<file path="src/rtl/buffer_read_controller_filter_mc.sv">
// Streams NUM_FILTERS consecutive filters from the filter buffer into per-filter
// scratchpads, one word per accepted cycle, with a mode-scaled and clamped filter length.
module buffer_read_controller_filter_mc #(
    parameter int SPAD_ADDR_WIDTH   = 4,
    parameter int SPAD_DEPTH        = 16,
    parameter int FILTER_SIZE_WIDTH = 3,
    parameter int NUM_FILTERS       = 4,
    parameter int FIDX_WIDTH        = 2
) (
    input  logic                         clk,
    input  logic                         rst,
    input  logic [1:0]                   mode,
    input  logic [FILTER_SIZE_WIDTH-1:0] filter_size,
    input  logic                         r_next_filter,
    input  logic                         valid,
    input  logic                         stall,
    input  logic                         clr_addr,
    output logic                         ren_buf,
    output logic [NUM_FILTERS-1:0]       wen_spad,
    output logic [SPAD_ADDR_WIDTH-1:0]   spad_waddr,
    output logic [FIDX_WIDTH-1:0]        filter_idx,
    output logic                         valid_end,
    output logic                         done
);

    // Length arithmetic must hold both the scaled size and SPAD_DEPTH itself.
    localparam int CW   = FILTER_SIZE_WIDTH + 2;
    localparam int DW   = $clog2(SPAD_DEPTH + 1);
    localparam int LW   = (CW > DW) ? CW : DW;
    localparam int CMPW = (LW > SPAD_ADDR_WIDTH) ? LW : SPAD_ADDR_WIDTH;
    localparam logic [FIDX_WIDTH-1:0] LAST_FIDX = FIDX_WIDTH'(NUM_FILTERS - 1);

    typedef enum logic [1:0] {
        S_IDLE = 2'd0,
        S_READ = 2'd1,
        S_DONE = 2'd2
    } state_t;

    state_t                       r_state;
    state_t                       w_state_nxt;
    logic [1:0]                   r_mode;
    logic [1:0]                   w_mode_nxt;
    logic [FILTER_SIZE_WIDTH-1:0] r_fsize;
    logic [FILTER_SIZE_WIDTH-1:0] w_fsize_nxt;
    logic [SPAD_ADDR_WIDTH-1:0]   r_spad_waddr;
    logic [SPAD_ADDR_WIDTH-1:0]   w_waddr_nxt;
    logic [FIDX_WIDTH-1:0]        r_filter_idx;
    logic [FIDX_WIDTH-1:0]        w_fidx_nxt;

    logic [LW-1:0]                w_len;
    logic [LW-1:0]                w_start_len;
    logic                         w_accept;
    logic                         w_last_word;

    function automatic logic [LW-1:0] eff_len(input logic [1:0] m,
                                              input logic [FILTER_SIZE_WIDTH-1:0] fs);
        logic [LW-1:0] scaled;
        case (m)
            2'd2:    scaled = LW'(fs) << 1;
            2'd3:    scaled = LW'(fs) << 2;
            default: scaled = LW'(fs);
        endcase
        if (scaled > LW'(SPAD_DEPTH)) begin
            eff_len = LW'(SPAD_DEPTH);
        end else begin
            eff_len = scaled;
        end
    endfunction

    assign w_len       = eff_len(r_mode, r_fsize);
    assign w_start_len = eff_len(mode, filter_size);
    assign w_accept    = (r_state == S_READ) && valid && !stall;
    assign w_last_word = (CMPW'(r_spad_waddr) == (CMPW'(w_len) - CMPW'(1)));

    // Next-state, counter and config update logic.
    always_comb begin
        w_state_nxt = r_state;
        w_mode_nxt  = r_mode;
        w_fsize_nxt = r_fsize;
        w_waddr_nxt = r_spad_waddr;
        w_fidx_nxt  = r_filter_idx;
        if (clr_addr) begin
            w_state_nxt = S_IDLE;
            w_mode_nxt  = 2'd0;
            w_fsize_nxt = '0;
            w_waddr_nxt = '0;
            w_fidx_nxt  = '0;
        end else begin
            case (r_state)
                S_IDLE: begin
                    if (r_next_filter) begin
                        w_mode_nxt  = mode;
                        w_fsize_nxt = filter_size;
                        w_waddr_nxt = '0;
                        w_fidx_nxt  = '0;
                        // A zero-length request skips the transfer phase entirely.
                        if (w_start_len == LW'(0)) begin
                            w_state_nxt = S_DONE;
                        end else begin
                            w_state_nxt = S_READ;
                        end
                    end else begin
                        w_state_nxt = S_IDLE;
                    end
                end
                S_READ: begin
                    if (w_accept) begin
                        if (w_last_word) begin
                            w_waddr_nxt = '0;
                            if (r_filter_idx == LAST_FIDX) begin
                                w_state_nxt = S_DONE;
                            end else begin
                                w_fidx_nxt = r_filter_idx + FIDX_WIDTH'(1);
                            end
                        end else begin
                            w_waddr_nxt = r_spad_waddr + SPAD_ADDR_WIDTH'(1);
                        end
                    end else begin
                        w_state_nxt = S_READ;
                    end
                end
                S_DONE: begin
                    w_state_nxt = S_IDLE;
                end
                default: begin
                    w_state_nxt = S_IDLE;
                end
            endcase
        end
    end

    // State, counter and config registers.
    always_ff @(posedge clk) begin
        if (rst) begin
            r_state      <= S_IDLE;
            r_mode       <= 2'd0;
            r_fsize      <= '0;
            r_spad_waddr <= '0;
            r_filter_idx <= '0;
        end else begin
            r_state      <= w_state_nxt;
            r_mode       <= w_mode_nxt;
            r_fsize      <= w_fsize_nxt;
            r_spad_waddr <= w_waddr_nxt;
            r_filter_idx <= w_fidx_nxt;
        end
    end

    // Zero-latency strobes decoded from the current state and handshake inputs.
    always_comb begin
        ren_buf  = 1'b0;
        wen_spad = '0;
        if (w_accept) begin
            ren_buf  = 1'b1;
            wen_spad = NUM_FILTERS'(1) << r_filter_idx;
        end else begin
            ren_buf  = 1'b0;
            wen_spad = '0;
        end
    end

    assign spad_waddr = r_spad_waddr;
    assign filter_idx = r_filter_idx;
    assign valid_end  = (r_state == S_IDLE);
    assign done       = (r_state == S_DONE);

endmodule

</file>
<file path="config.mk">
export PLATFORM = sky130hd
export DESIGN_NAME = buffer_read_controller_filter_mc
export DESIGN_NICKNAME = d
export VERILOG_FILES = /design/src/rtl/buffer_read_controller_filter_mc.sv
export SDC_FILE = /design/constraint.sdc
export NUM_CORES = 1
export LEC_CHECK = 0
export ABC_AREA = 1
export CORE_MARGIN = 2
export CORE_UTILIZATION = 45
export CTS_CLUSTER_SIZE = 12
export DETAILED_ROUTE_END_ITERATION = 6
export PLACE_DENSITY = 0.72
export SLEW_MARGIN = 20
export SYNTH_ARGS = -nofsm -noshare
export SYNTH_HDL_FRONTEND = slang
export SYNTH_SLANG_ARGS = --single-unit
</file>
<file path="constraint.sdc">
create_clock -name clk -period 5.4 [get_ports clk]
set_clock_uncertainty 0.05 [all_clocks]
set_input_delay 1.35 -clock clk [delete_from_list [all_inputs] [get_ports clk]]
set_output_delay 1.35 -clock clk [all_outputs]
set_load 0.02 [all_outputs]
</file>
==> flow_summary.ini <==
[routing]
drc = 0
drtIter0Drc = 8
drt_pre_antenna_iters = 4
routed_wl_um = 1910
vias = 915
vias_per_cell = 4.72
wire_per_inst_um = 9.87
ant_nets = 0

[grt]
grt-ovfl-total = 0
grt_pass1_wl_um = 3330
grt_max_degree = 12
grt_pass1_vias = 838
grt_usage_pct = 17.0
antenna_found_initial = 0

[pwr]
irDropWorstVdd_mv = 0.119
powerDensity_nw_per_um2 = 175
power.leakage_uw = 0.000558

[synthesis]
synth_area_leaders = dfxtp_1, nand2_1, nor2_1
syn-num-nets = 159
ys_warn_count = 0
synth_top_area_share_pct = 27.7
yosysTopAreaCell = dfxtp_1
yosysUniqueCellTypes = 26
netlist_instances = 142
synthesis.area_um2 = 940
ys_ff_latch = 13
avgSynthCellArea_um2 = 6.62
ys_seq_area_share_pct = 27.7

[clocking]
cts_max_level = 1
cts_setup_buffers = 0
cts.clk_slew.worst_paths_ps = 80
cts.root.buffer_cell = clkbuf_4
clk_path_buf_depth = 2
cts_tree = yes
numCtsBuffers = 3
ctsHoldBuffers = 0
cts_resized = 0
clock_sinks = 13
clk-insertion-delay-late_ps = 270

[hold_path]
hold_path_class = flip-flop to flip-flop
worstHoldStart = spad_waddr[1]

[final_layout]
antennaDiodeCount = 0
final_nets = 185
syn2layout_area_growth_pct = 29.2
drive_gt1_share_pct = 12.0

[critical_path]
worstSetupEndpointType = output pin
reg2reg_depth = 13
worstSetupPathType = primary input to output pin
cp.arrival_ps = 2820
cp.required_ps = 4000
critPathCapture = ren_buf
r2r_start = r_mode[1]
startpoint = valid
start_kind = primary input
cp_max_fo = 8
rr_endpoint = r_state[0]
reg2reg_slack_ps = 3240

[floorplanning]
core-area_um2 = 1960
die_w_um = 49.7
rows = 16
io_pins = 24
fp.dieArea_um2 = 2470
start_util_pct = 47.9
die_h_um = 49.7

[timing]
period_share_pct = 78.2
whs_ps = 481
tns_ps = 0
hold_viol_final = 0
finalCriticalPeriod_ps = 4220
slew_headroom_pct = 55.5
finalMaxSlewViolations = 0
max_clock_freq_mhz = 237
finalSetupViolations = 0
rsz0062_at_grt = no
worst_slew_pin_slew_ps = 666

[placement]
portBuffers = 23
place_congestion = 0.725
hpwl_um = 1550

[flow_run]
maxCapViolCount = 0

[outcome]
status = finished, final reports clean
## Yosys cell counts (all sizes together)
| master | instances |
|---|---|
| ha | 6 |
| xnor2 | 1 |
| nand2 | 31 |
| inv | 24 |
| nor2 | 29 |
| nand3b | 1 |
| nand4 | 5 |
| xor2 | 3 |
| a32o | 1 |
| dfxtp | 13 |
| a21oi | 3 |
| and3 | 1 |
| a21boi | 1 |
| or3 | 1 |
| o21ai | 7 |
| buf | 2 |
| nand3 | 13 |
## layout by cell type, fill, tap and decap left out, drive strengths merged, types with 3 or more instances in the layout
cell           Yosys  layout
nand2             31      31
clkdlybuf4s50      0      23
nand3             13      13
a21oi              3       3
ha                 6       6
nor2              29      29
clkbuf             0       4
dfxtp             13      13
xor2               3       3
inv               24      24
nand4              5       5
o21ai              7       7
## registers in the layout (all words and copies together) (netlist names)
register    count
filter_idx      2
r_fsize         3
r_mode          2
r_state         2
spad_waddr      4
## through the flow
step           worst slack, ps  power [µW]  util (%)  cells  cell area [µm²]
4_1_cts                   1170         215      61.9    194             1210
6_report                  1180         213      61.9    194             1210
5_1_grt                   1090         226      61.9    194             1210
3_3_place_gp              1210         154      60.5    190             1190
2_1_floorplan             2110         139         -    142              940
3_5_place_dp              1180         155      60.5    190             1190
## power breakdown
part | internal [µW] | switching [µW] | total, µW
registers | 99.1 | 4.96 | 104
clock network | 28.6 | 31.5 | 60.1
logic | 22.2 | 26.3 | 48.5
total | 150 | 62.7 | 213
## cells by family after synthesis
logic type | Yosys count | share of synthesized area, %
and+or+nand+nor | 81 | 41.4
buffers and inverters | 26 | 11.6
DFF | 13 | 27.7
AOI/OAI and AO/OA | 12 | 7.59
adders and majority gates | 6 | 7.99
xor gates and xnor gates | 4 | 3.73
## per-layer routing
metal  up-vias  share of wire (%)  global-route usage, %
li1        498                  -                      -
met1       394                 46                   18.1
met2        21                 49                   32.2
met3         2                4.6                   3.33
met4         0               0.73                   6.94
met5         -                  0                      0
## critical path, stage by stage
cell and delay, ps:
clkdlybuf4s50_1 450, inv_1 30, nor2_1 70, nand2_1 160, inv_1 140, clkdlybuf4s50_1 610
## area by class of cell
class	instances	area, µm²
clock buffers	4	26.3
inverters	24	92.6
flip-flops and latches	13	260
repair buffers	23	230
fillers	204	748
well taps	27	33.8
multi-input cells	103	571
## worst min path at each step
stage                    end  slack [ps]  cells past startpoint
2_1_floorplan     r_fsize[1]         450                      2
4_1_cts        spad_waddr[1]         490                      2
6_report       spad_waddr[1]         480                      2
3_5_place_dp   spad_waddr[1]         480                      2
5_1_grt        spad_waddr[1]         530                      2
3_3_place_gp   spad_waddr[1]         480                      2
No activity file was read; power rests on OpenSTA's default activity.
